`src/rtl/enc_neuron_seq.sv`:
```
// ============================================================================
// enc_neuron_seq
// ----------------------------------------------------------------------------
// Purpose:
//   Sequential neuron controller for the FI-GAN encoder layers. A single
//   signed multiply-accumulate unit is time-multiplexed across the N_IN
//   weights of one neuron. Weights come from an external combinational
//   weight ROM addressed by w_addr. Input activations stream in over a
//   valid/ready handshake. After the last input the bias is added, the sum is
//   rescaled from the product fixed-point format back to the activation
//   format, saturated to DATA_WIDTH, passed through the activation function
//   and presented over an output valid/ready handshake.
//
// Configuration macro:
//   ENC_LEAKY_RELU_EN  - when defined, the activation is leaky ReLU with a
//                        slope of 1/8 (negative r becomes r >>> 3).
//                        When undefined, plain ReLU (negative r becomes 0).
//
// Parameters:
//   DATA_WIDTH - width of activations, weights and bias (signed fixed point)
//   FRAC_BITS  - fractional bits of activations, weights and bias
//   N_IN       - inputs per neuron, a power of two >= 2
//
// Ports:
//   clk      in   clock, all logic on the rising edge
//   rst      in   synchronous active-high reset
//   start    in   begin one neuron evaluation (honored only in IDLE)
//   busy     out  high in every state except IDLE
//   x_valid  in   input activation valid
//   x_ready  out  high only while accumulating
//   x_data   in   signed input activation
//   w_addr   out  weight index, equal to the current beat count
//   w_data   in   signed weight selected by w_addr (combinational source)
//   bias     in   signed neuron bias, sampled in the BIAS state
//   y_valid  out  output activation valid
//   y_ready  in   downstream accepts y_data
//   y_data   out  signed output activation
// ============================================================================
module enc_neuron_seq #(
    parameter int DATA_WIDTH = 16,
    parameter int FRAC_BITS  = 8,
    parameter int N_IN       = 16
) (
    input  logic                          clk,
    input  logic                          rst,
    input  logic                          start,
    output logic                          busy,
    input  logic                          x_valid,
    output logic                          x_ready,
    input  logic [DATA_WIDTH-1:0]         x_data,
    output logic [$clog2(N_IN)-1:0]       w_addr,
    input  logic [DATA_WIDTH-1:0]         w_data,
    input  logic [DATA_WIDTH-1:0]         bias,
    output logic                          y_valid,
    input  logic                          y_ready,
    output logic [DATA_WIDTH-1:0]         y_data
);

    localparam int IDX_W  = $clog2(N_IN);
    localparam int PROD_W = 2 * DATA_WIDTH;
    // Wide enough to hold N_IN full-width products plus a shifted bias
    // without ever wrapping, so saturation only has to happen once at the end.
    localparam int ACC_W  = 2 * DATA_WIDTH + IDX_W + 1;

    // Representable output range expressed at accumulator width so the
    // saturation compare is a plain signed comparison.
    localparam logic signed [ACC_W-1:0] SAT_MAX =
        {{(ACC_W-DATA_WIDTH+1){1'b0}}, {(DATA_WIDTH-1){1'b1}}};
    localparam logic signed [ACC_W-1:0] SAT_MIN =
        {{(ACC_W-DATA_WIDTH+1){1'b1}}, {(DATA_WIDTH-1){1'b0}}};

    localparam logic [DATA_WIDTH-1:0] OUT_MAX = {1'b0, {(DATA_WIDTH-1){1'b1}}};
    localparam logic [DATA_WIDTH-1:0] OUT_MIN = {1'b1, {(DATA_WIDTH-1){1'b0}}};

    typedef enum logic [2:0] {
        IDLE,
        ACC,
        BIAS,
        ACT,
        OUT
    } state_t;

    state_t                   r_state;
    logic signed [ACC_W-1:0]  r_acc;
    logic [IDX_W-1:0]         r_idx;
    logic                     r_busy;
    logic                     r_xReady;
    logic                     r_yValid;
    logic [DATA_WIDTH-1:0]    r_yData;

    logic signed [PROD_W-1:0]     w_product;
    logic signed [ACC_W-1:0]      w_productExt;
    logic signed [ACC_W-1:0]      w_biasExt;
    logic signed [ACC_W-1:0]      w_shifted;
    logic signed [DATA_WIDTH-1:0] w_sat;
    logic signed [DATA_WIDTH-1:0] w_act;

    // Full-precision signed product of the current activation and weight,
    // sign-extended to the accumulator width.
    assign w_product    = $signed(x_data) * $signed(w_data);
    assign w_productExt = {{(ACC_W-PROD_W){w_product[PROD_W-1]}}, w_product};

    // The bias is in activation format; shifting it left by FRAC_BITS puts it
    // in the same binary-point position as the products.
    assign w_biasExt = {{(ACC_W-DATA_WIDTH){bias[DATA_WIDTH-1]}}, bias} <<< FRAC_BITS;

    // Rescale back to activation format (arithmetic shift, rounds toward
    // minus infinity) and clamp into the DATA_WIDTH signed range.
    assign w_shifted = r_acc >>> FRAC_BITS;

    always_comb begin
        w_sat = w_shifted[DATA_WIDTH-1:0];
        if (w_shifted > SAT_MAX) begin
            w_sat = OUT_MAX;
        end else if (w_shifted < SAT_MIN) begin
            w_sat = OUT_MIN;
        end
    end

    // Activation on the saturated value. The leaky variant keeps a 1/8 slope
    // for negative inputs; the default variant clamps negatives to zero.
`ifdef ENC_LEAKY_RELU_EN
    assign w_act = w_sat[DATA_WIDTH-1] ? (w_sat >>> 3) : w_sat;
`else
    assign w_act = w_sat[DATA_WIDTH-1] ? '0 : w_sat;
`endif

    // Main controller. State, datapath registers and the handshake outputs
    // all live in this one block so every output is a flop and changes in
    // lockstep with the state it belongs to. Reset wins over everything and
    // simply drops any partially accumulated sum.
    always_ff @(posedge clk) begin
        if (rst) begin
            r_state  <= IDLE;
            r_acc    <= '0;
            r_idx    <= '0;
            r_busy   <= 1'b0;
            r_xReady <= 1'b0;
            r_yValid <= 1'b0;
            r_yData  <= '0;
        end else begin
            case (r_state)
                IDLE: begin
                    r_acc <= '0;
                    r_idx <= '0;
                    if (start) begin
                        r_state  <= ACC;
                        r_busy   <= 1'b1;
                        r_xReady <= 1'b1;
                    end
                end

                ACC: begin
                    if (x_valid) begin
                        r_acc <= r_acc + w_productExt;
                        // N_IN is a power of two, so the increment wraps the
                        // index back to zero on the final beat by itself.
                        r_idx <= r_idx + IDX_W'(1);
                        if (r_idx == IDX_W'(N_IN - 1)) begin
                            r_state  <= BIAS;
                            r_xReady <= 1'b0;
                        end
                    end
                end

                BIAS: begin
                    r_acc   <= r_acc + w_biasExt;
                    r_state <= ACT;
                end

                ACT: begin
                    r_yData  <= w_act;
                    r_yValid <= 1'b1;
                    r_state  <= OUT;
                end

                OUT: begin
                    // Start is not looked at here; a new evaluation has to be
                    // requested from IDLE.
                    if (y_ready) begin
                        r_yValid <= 1'b0;
                        r_busy   <= 1'b0;
                        r_state  <= IDLE;
                    end
                end

                default: begin
                    r_state  <= IDLE;
                    r_busy   <= 1'b0;
                    r_xReady <= 1'b0;
                    r_yValid <= 1'b0;
                end
            endcase
        end
    end

    assign busy    = r_busy;
    assign x_ready = r_xReady;
    assign y_valid = r_yValid;
    assign y_data  = r_yData;
    assign w_addr  = r_idx;

endmodule

```
`config.mk`:
```
export PLATFORM = sky130hd
export DESIGN_NAME = enc_neuron_seq
export DESIGN_NICKNAME = d
export VERILOG_FILES = /design/src/rtl/enc_neuron_seq.sv
export SDC_FILE = /design/constraint.sdc
export NUM_CORES = 1
export LEC_CHECK = 0
export CORE_UTILIZATION = 60
export CTS_BUF_LIST = sky130_fd_sc_hd__clkbuf_8
export DETAILED_ROUTE_END_ITERATION = 6
export HOLD_SLACK_MARGIN = 0.02
export PLACE_DENSITY = 0.85
export SETUP_SLACK_MARGIN = 0.4
export SYNTH_ARGS = -nofsm -noshare
export SYNTH_HDL_FRONTEND = slang
export SYNTH_SLANG_ARGS = --single-unit
export TNS_END_PERCENT = 1
```
`constraint.sdc`:
```
create_clock -name clk -period 8.9 [get_ports clk]
set_input_delay 1.335 -clock clk [delete_from_list [all_inputs] [get_ports clk]]
set_output_delay 1.335 -clock clk [all_outputs]
set_load 0.005 [all_outputs]
```
==> results.ini, run 1 <==
[run_status]
status = complete, no violations

[sta]
timing.final.ws_setup_ns = 0.985
fin_setup_tns_ns = 0
max_freq_mhz = 126
rsz0062_at_grt = false
drv_slew = 0
finalSetupViolations = 0
hold_viol_final = 0
finalCriticalPeriod_ns = 7.91
final.setup_skew_ns = 0.00887
worst-slew-pin-transition_ns = 1.09
slew_headroom = 0.269
finalCritPeriodShare = 0.889

[critical_path]
cp_data_required_time_ns = 9.17
r2r_slack_ns = 3.34
cp_slowest_cell = clkdlybuf4s50_1
r2r-start = r_acc[15]
crit_type = in -> reg
path_cells = clkdlybuf4s50_1, nand2_1, fa_1, inv_1, fa_1, inv_1, fa_1, inv_1, fa_1, inv_1, fa_1, inv_1, fa_1, ha_1, a21oi_1, o211ai_1, or3_1, o2111ai_1, a31oi_1, nor2_1, xnor2_1, a22oi_1, a211oi_1
path_buf_inv = 6
arrival_ns = 8.18
crit_family = adder cells
reg2reg_to = r_acc[31]
path_max_fanout = 16
crit_top_cell = fa_1
critical-path-max-stage-delay_ns = 0.93
cp-start-kind = primary input
end_kind = flip-flop
cp.depth = 23
r2r.worst_path.cells = 19

[synthesis]
synth_edf_count = 0
yosysSeqAreaShare = 0.0789
syn_inst = 1788
yosysWarnings = 0
avgSynthCellArea_um2 = 8.80
synth_flop_cell = dfxtp_1
synthArstFlopShare = 0
syn_area_um2 = 15700
syn_nets = 2298
ys_seq_elements = 62
synth_cell_type_count = 72

[global_route]
grt_pass1_vias = 13700
grt_pass1_wl_um = 64200
grt_max_degree = 62
globalRouteOverflowTotal = 0
track_usage = 0.305
grt_antenna_before_repair = 0

[worst_hold_path]
hp-start = r_acc[0]
hold_class = reg -> reg
holdPathStages = 2
hold_end = r_acc[0]

[placed_design]
io_buffers = 74
hpwl_um = 32100
gp_congestion = 0.941
dp_cells = 2143
dp_slack_ns = 0.728

[die]
die_y_um = 164
die_x_um = 164
die-area_um2 = 26900
row_count = 58
initial_core_util = 0.618
ios = 76
coreArea_um2 = 25500

[drt]
routed-via-count = 12600
drt_iter0_drc = 939
route.detailed.drc = 0
first_pass_iters = 6
routed_wl_um = 38200
vias_per_cell = 5.84
ant_nets = 0
wire_per_inst_um = 17.7

[clock_tree]
cts_hold_buf = 0
post-cts-setup-buffer-count = 0
clk_latency_ns = 0.35
clock_sinks = 62
cts_inserted_buffers = 9
htreeDepth = 3
clkTransAtPathRegs_ns = 0.07
cts_resized = 0
cts_root_buf = clkbuf_8
tritoncts = yes
clockBufferDepth = 2

[final_layout]
areaGrowthSynthToFinish_pct = 7.85
diodes = 0
final_cell_count_no_fill = 2159
drive_above_1_share = 0.0295
utilization = 0.666
nNetsFinal = 2334

[run]
maxCapViolations = 0

-- final cells by class --
| cell class | count | area (um2) |
|---|---|---|
| clock inverters | 7 | 98.8 |
| multi-input cells | 1295 | 12900 |
| repair buffers | 88 | 841 |
| inverters | 368 | 1380 |
| clock buffers | 9 | 124 |
| well taps | 330 | 413 |
| flip-flops and latches | 62 | 1240 |
| fillers | 2021 | 8510 |
-- cells by family (layout without fill, tap and decap cells) --
group | count (synthesis) | in the layout | share of synthesized area
other | 1 | 1 | 0.000238
muxes | 3 | 3 | 0.00191
adders and majority gates | 457 | 457 | 0.516
xor gates and xnor gates | 54 | 54 | 0.0301
AOI/OAI and AO/OA | 261 | 261 | 0.111
buffers and inverters | 431 | 472 | 0.104
and+or+nand+nor | 519 | 519 | 0.158
DFF | 62 | 62 | 0.0789
-- placed cells by master (no fill, tap or decap), types with 10 or more instances in the layout --
cell type,count
xor2_1,19
xnor2_1,35
nor3_1,29
and2_1,117
nand3_1,23
ha_1,138
a211oi_1,32
a21o_1,28
nor2_1,97
inv_1,368
o21ai_0,38
or3_1,11
dfxtp_1,62
nand2_1,193
a21oi_1,66
nand2b_1,13
clkdlybuf4s50_1,73
fa_1,319
buf_4,14
a221oi_1,10
-- state kept, by name (all words and copies together) (netlist names) --
signal and cells:
y_data 15, r_state 3, y_valid 1, r_acc 37, x_ready 1, busy 1
w_addr 4
-- cells in the mapped netlist, types with 3 or more instances --
master,n,share of area
nand2_1,193,0.046
a221oi_1,10,0.0056
nand3_1,23,0.0073
a22oi_1,7,0.0033
xor2_1,19,0.011
xnor2_1,35,0.019
a21oi_2,4,0.0022
or3_1,11,0.0044
mux2i_1,3,0.0019
o21a_1,8,0.0038
dfxtp_1,62,0.079
nand2b_1,13,0.0052
clkbuf_1,58,0.014
o31ai_1,5,0.0024
nor2_1,97,0.023
o221ai_1,3,0.0017
a21oi_1,67,0.021
o21ai_1,6,0.0019
fa_1,319,0.41
a31oi_1,9,0.0036
a311oi_1,3,0.0017
nand4_1,6,0.0024
a211oi_1,32,0.015
o22ai_1,3,0.0012
nor2b_1,4,0.0016
inv_1,368,0.088
nand3b_1,3,0.0014
o21bai_1,7,0.0033
a21o_1,28,0.013
nor4_1,3,0.0012
o211ai_1,7,0.0033
ha_1,138,0.11
or2_2,3,0.0012
nor3_1,29,0.0092
and2_1,117,0.047
o21ai_0,38,0.012
and3_1,5,0.0020
-- worst max path at each step --
stage | end | start | slack (ns)
floorplan | r_acc[36] | x_data[15] | 1.64
global placement | r_acc[36] | w_data[7] | 0.94
detailed placement | r_acc[36] | w_data[4] | 0.73
CTS | r_acc[36] | w_data[4] | 1.08
global route | r_acc[31] | x_data[12] | 0.74
finish | r_acc[31] | x_data[12] | 0.99
-- worst reg2reg max path: stages, from the launching register on --
cell and delay (ns):
dfxtp_1 0.39, inv_1 0.12, fa_1 0.52, inv_1 0.05, fa_1 0.52, fa_1 0.44, fa_1 0.56, inv_1 0.05
fa_1 0.48, inv_1 0.04, ha_1 0.39, nand2_1 0.14, o211ai_1 0.12, or3_1 0.39, o2111ai_1 0.38, a31oi_1 0.22
nor2_1 0.17, xnor2_1 0.14, a22oi_1 0.10, a211oi_1 0.25
-- metal layers --
metal / routed length [um] / part of all wire / global-route usage / vias to the layer above
met4: 1950 / 0.051 / 0.148 / 0
met3: 2160 / 0.057 / 0.0404 / 153
li1: - / - / - / 5671
met2: 20300 / 0.53 / 0.562 / 498
met1: 13800 / 0.36 / 0.345 / 6294
met5: 0 / 0 / 0 / -
-- metrics by stage --
step | hold slack, ns | cell area [um2]
floorplan | 0.436 | 15700
global placement | 0.448 | 16700
detailed placement | 0.461 | 16700
CTS | 0.472 | 17000
global route | 0.496 | 17000
finish | 0.467 | 17000
Power of run 1 is left out: the tool's default activity adds up to more than one toggle a clock period on the data nets, which glitch-free logic cannot reach.
==> run 2: changes to the inputs <==
--- a/config.mk
+++ b/config.mk
@@ -7,9 +7,10 @@
 export LEC_CHECK = 0
 export CORE_UTILIZATION = 60
 export CTS_BUF_LIST = sky130_fd_sc_hd__clkbuf_8
+export CTS_CLUSTER_SIZE = 24
 export DETAILED_ROUTE_END_ITERATION = 6
 export HOLD_SLACK_MARGIN = 0.02
-export PLACE_DENSITY = 0.85
+export PLACE_DENSITY = 0.75
 export SETUP_SLACK_MARGIN = 0.4
 export SYNTH_ARGS = -nofsm -noshare
 export SYNTH_HDL_FRONTEND = slang
==> results.ini, run 2 (same netlist as run 1, synthesis figures left out) <==
[run_status]
status = complete, no violations

[global_route]
track_usage = 0.293
met2_usage = 0.544
use_met3 = 0.0356
grt_pass1_vias = 12900
globalRouteOverflowTotal = 0
grt_max_degree = 62
grt_pass1_wl_um = 61500
grt_antenna_before_repair = 0
globalRoute.busiestLayer = met2
use_met1 = 0.353

[critical_path]
path_buf_inv = 6
cp_data_required_time_ns = 9.17
crit_family = adder cells
r2r-start = r_acc[15]
cp_slowest_cell = fa_1
path_cells = clkdlybuf4s50_1, nand2_1, inv_1, fa_1, fa_1, inv_1, fa_1, inv_1, fa_1, fa_1, inv_1, fa_1, inv_1, ha_1, a21o_1, a21o_1, a21oi_2, nor2b_1, o21ai_0, nand2b_1, or3_1, o311a_1, o31ai_2
crit_top_cell = fa_1
path_max_fanout = 8
end_kind = flip-flop
setup.worst_path.start = w_data[1]
cp-start-kind = primary input
crit_type = in -> reg
arrival_ns = 8.17
critical-path-max-stage-delay_ns = 0.87

[final_layout]
diodes = 0
drive_above_1_share = 0.0311
nNetsFinal = 2337
layout_commonest_cell = inv_1
largest_reg_flops = 37
areaGrowthSynthToFinish_pct = 7.97
top_register = r_acc
final_cell_mix = 368 x inv_1, 319 x fa_1, 193 x nand2_1, 138 x ha_1, 117 x and2_1
final_cell_count_no_fill = 2162

[sta]
hold_viol_final = 0
final.setup_skew_ns = 0.00989
finalCriticalPeriod_ns = 7.90
rsz0062_at_grt = false
slew_headroom = 0.260
finalCritPeriodShare = 0.887
worst-slew-pin-transition_ns = 1.11
finalSetupViolations = 0
fin_setup_tns_ns = 0
drv_slew = 0
max_freq_mhz = 127

[die]
coreArea_um2 = 25500
initial_core_util = 0.618
die_y_um = 164
die_x_um = 164
row_count = 58
ios = 76
die-area_um2 = 26900

[placed_design]
gp_congestion = 0.911
dp_cells = 2146
io_buffers = 74
hpwl_um = 31400

[clock_tree]
cts_resized = 0
post-cts-setup-buffer-count = 0
clockBufferDepth = 2
cts_inserted_buffers = 9
cts_root_buf = clkbuf_8
clock_sinks = 62
cts_hold_buf = 0
clkTransAtPathRegs_ns = 0.07
clk_latency_ns = 0.35
htreeDepth = 3
tritoncts = yes

[drt]
vias_per_cell = 5.72
ant_nets = 0
routed_wl_um = 37200
route.detailed.drc = 0
routed-via-count = 12400
first_pass_iters = 5
drt_iter0_drc = 719
wire_per_inst_um = 17.2

[worst_hold_path]
hold_class = reg -> reg
hp-start = r_acc[0]

[run]
maxCapViolations = 0

-- run 2: cell types whose count changed in the layout (fill, tap and decap cells not counted), sizes merged --
cell	before	now
buf	15	18
clkbuf	9	13
clkinvlp	1	0
bufinv	2	1
clkinv	4	2
-- run 2: worst paths after layout --
kind         depth (start not counted)   endpoint  slack [ns]
min reg2reg                          2   r_acc[0]        0.46
min                                  2   r_acc[0]        0.46
max                                 23  r_acc[36]        1.00
max reg2reg                         19  r_acc[31]        3.46
-- run 2: layout make-up --
type / instances / area (um2)
Timing Repair Buffer: 91 / 863
Sequential cell: 62 / 1240
Tap cell: 330 / 413
Clock buffer: 13 / 179
Multi-Input combinational cell: 1295 / 12900
Clock inverter: 3 / 40.0
Inverter: 368 / 1380
Fill cell: 2067 / 8490
-- run 2: stage by stage --
stage	area, um2	hold WS [ns]	util	worst slack [ns]
after floorplan	15700	0.436	-	1.64
after global placement	16800	0.448	0.658	0.786
after detailed placement	16800	0.463	0.658	0.652
after CTS	17000	0.473	0.667	0.985
after global routing	17000	0.497	0.667	0.600
final	17000	0.464	0.667	1.00
-- run 2: worst register-to-register path: stages (launching register included) --
cell and delay (ns):
dfxtp_1 0.37, inv_1 0.11, fa_1 0.52, inv_1 0.06, fa_1 0.53, fa_1 0.45, fa_1 0.54, inv_1 0.05
fa_1 0.47, inv_1 0.04, ha_1 0.39, nand2_1 0.13, o211ai_1 0.12, or3_1 0.41, o2111ai_1 0.33, a31oi_1 0.19
nor2_1 0.15, xnor2_1 0.13, a22oi_1 0.10, a211oi_1 0.25
-- run 2: per-layer routing --
layer	wire, um	vias up	part of all wire
li1	-	5693	-
met2	20000	319	0.54
met1	14500	6278	0.39
met5	0	-	0
met3	1580	83	0.042
met4	1080	0	0.029
Power of run 2 is left out for the same reason.
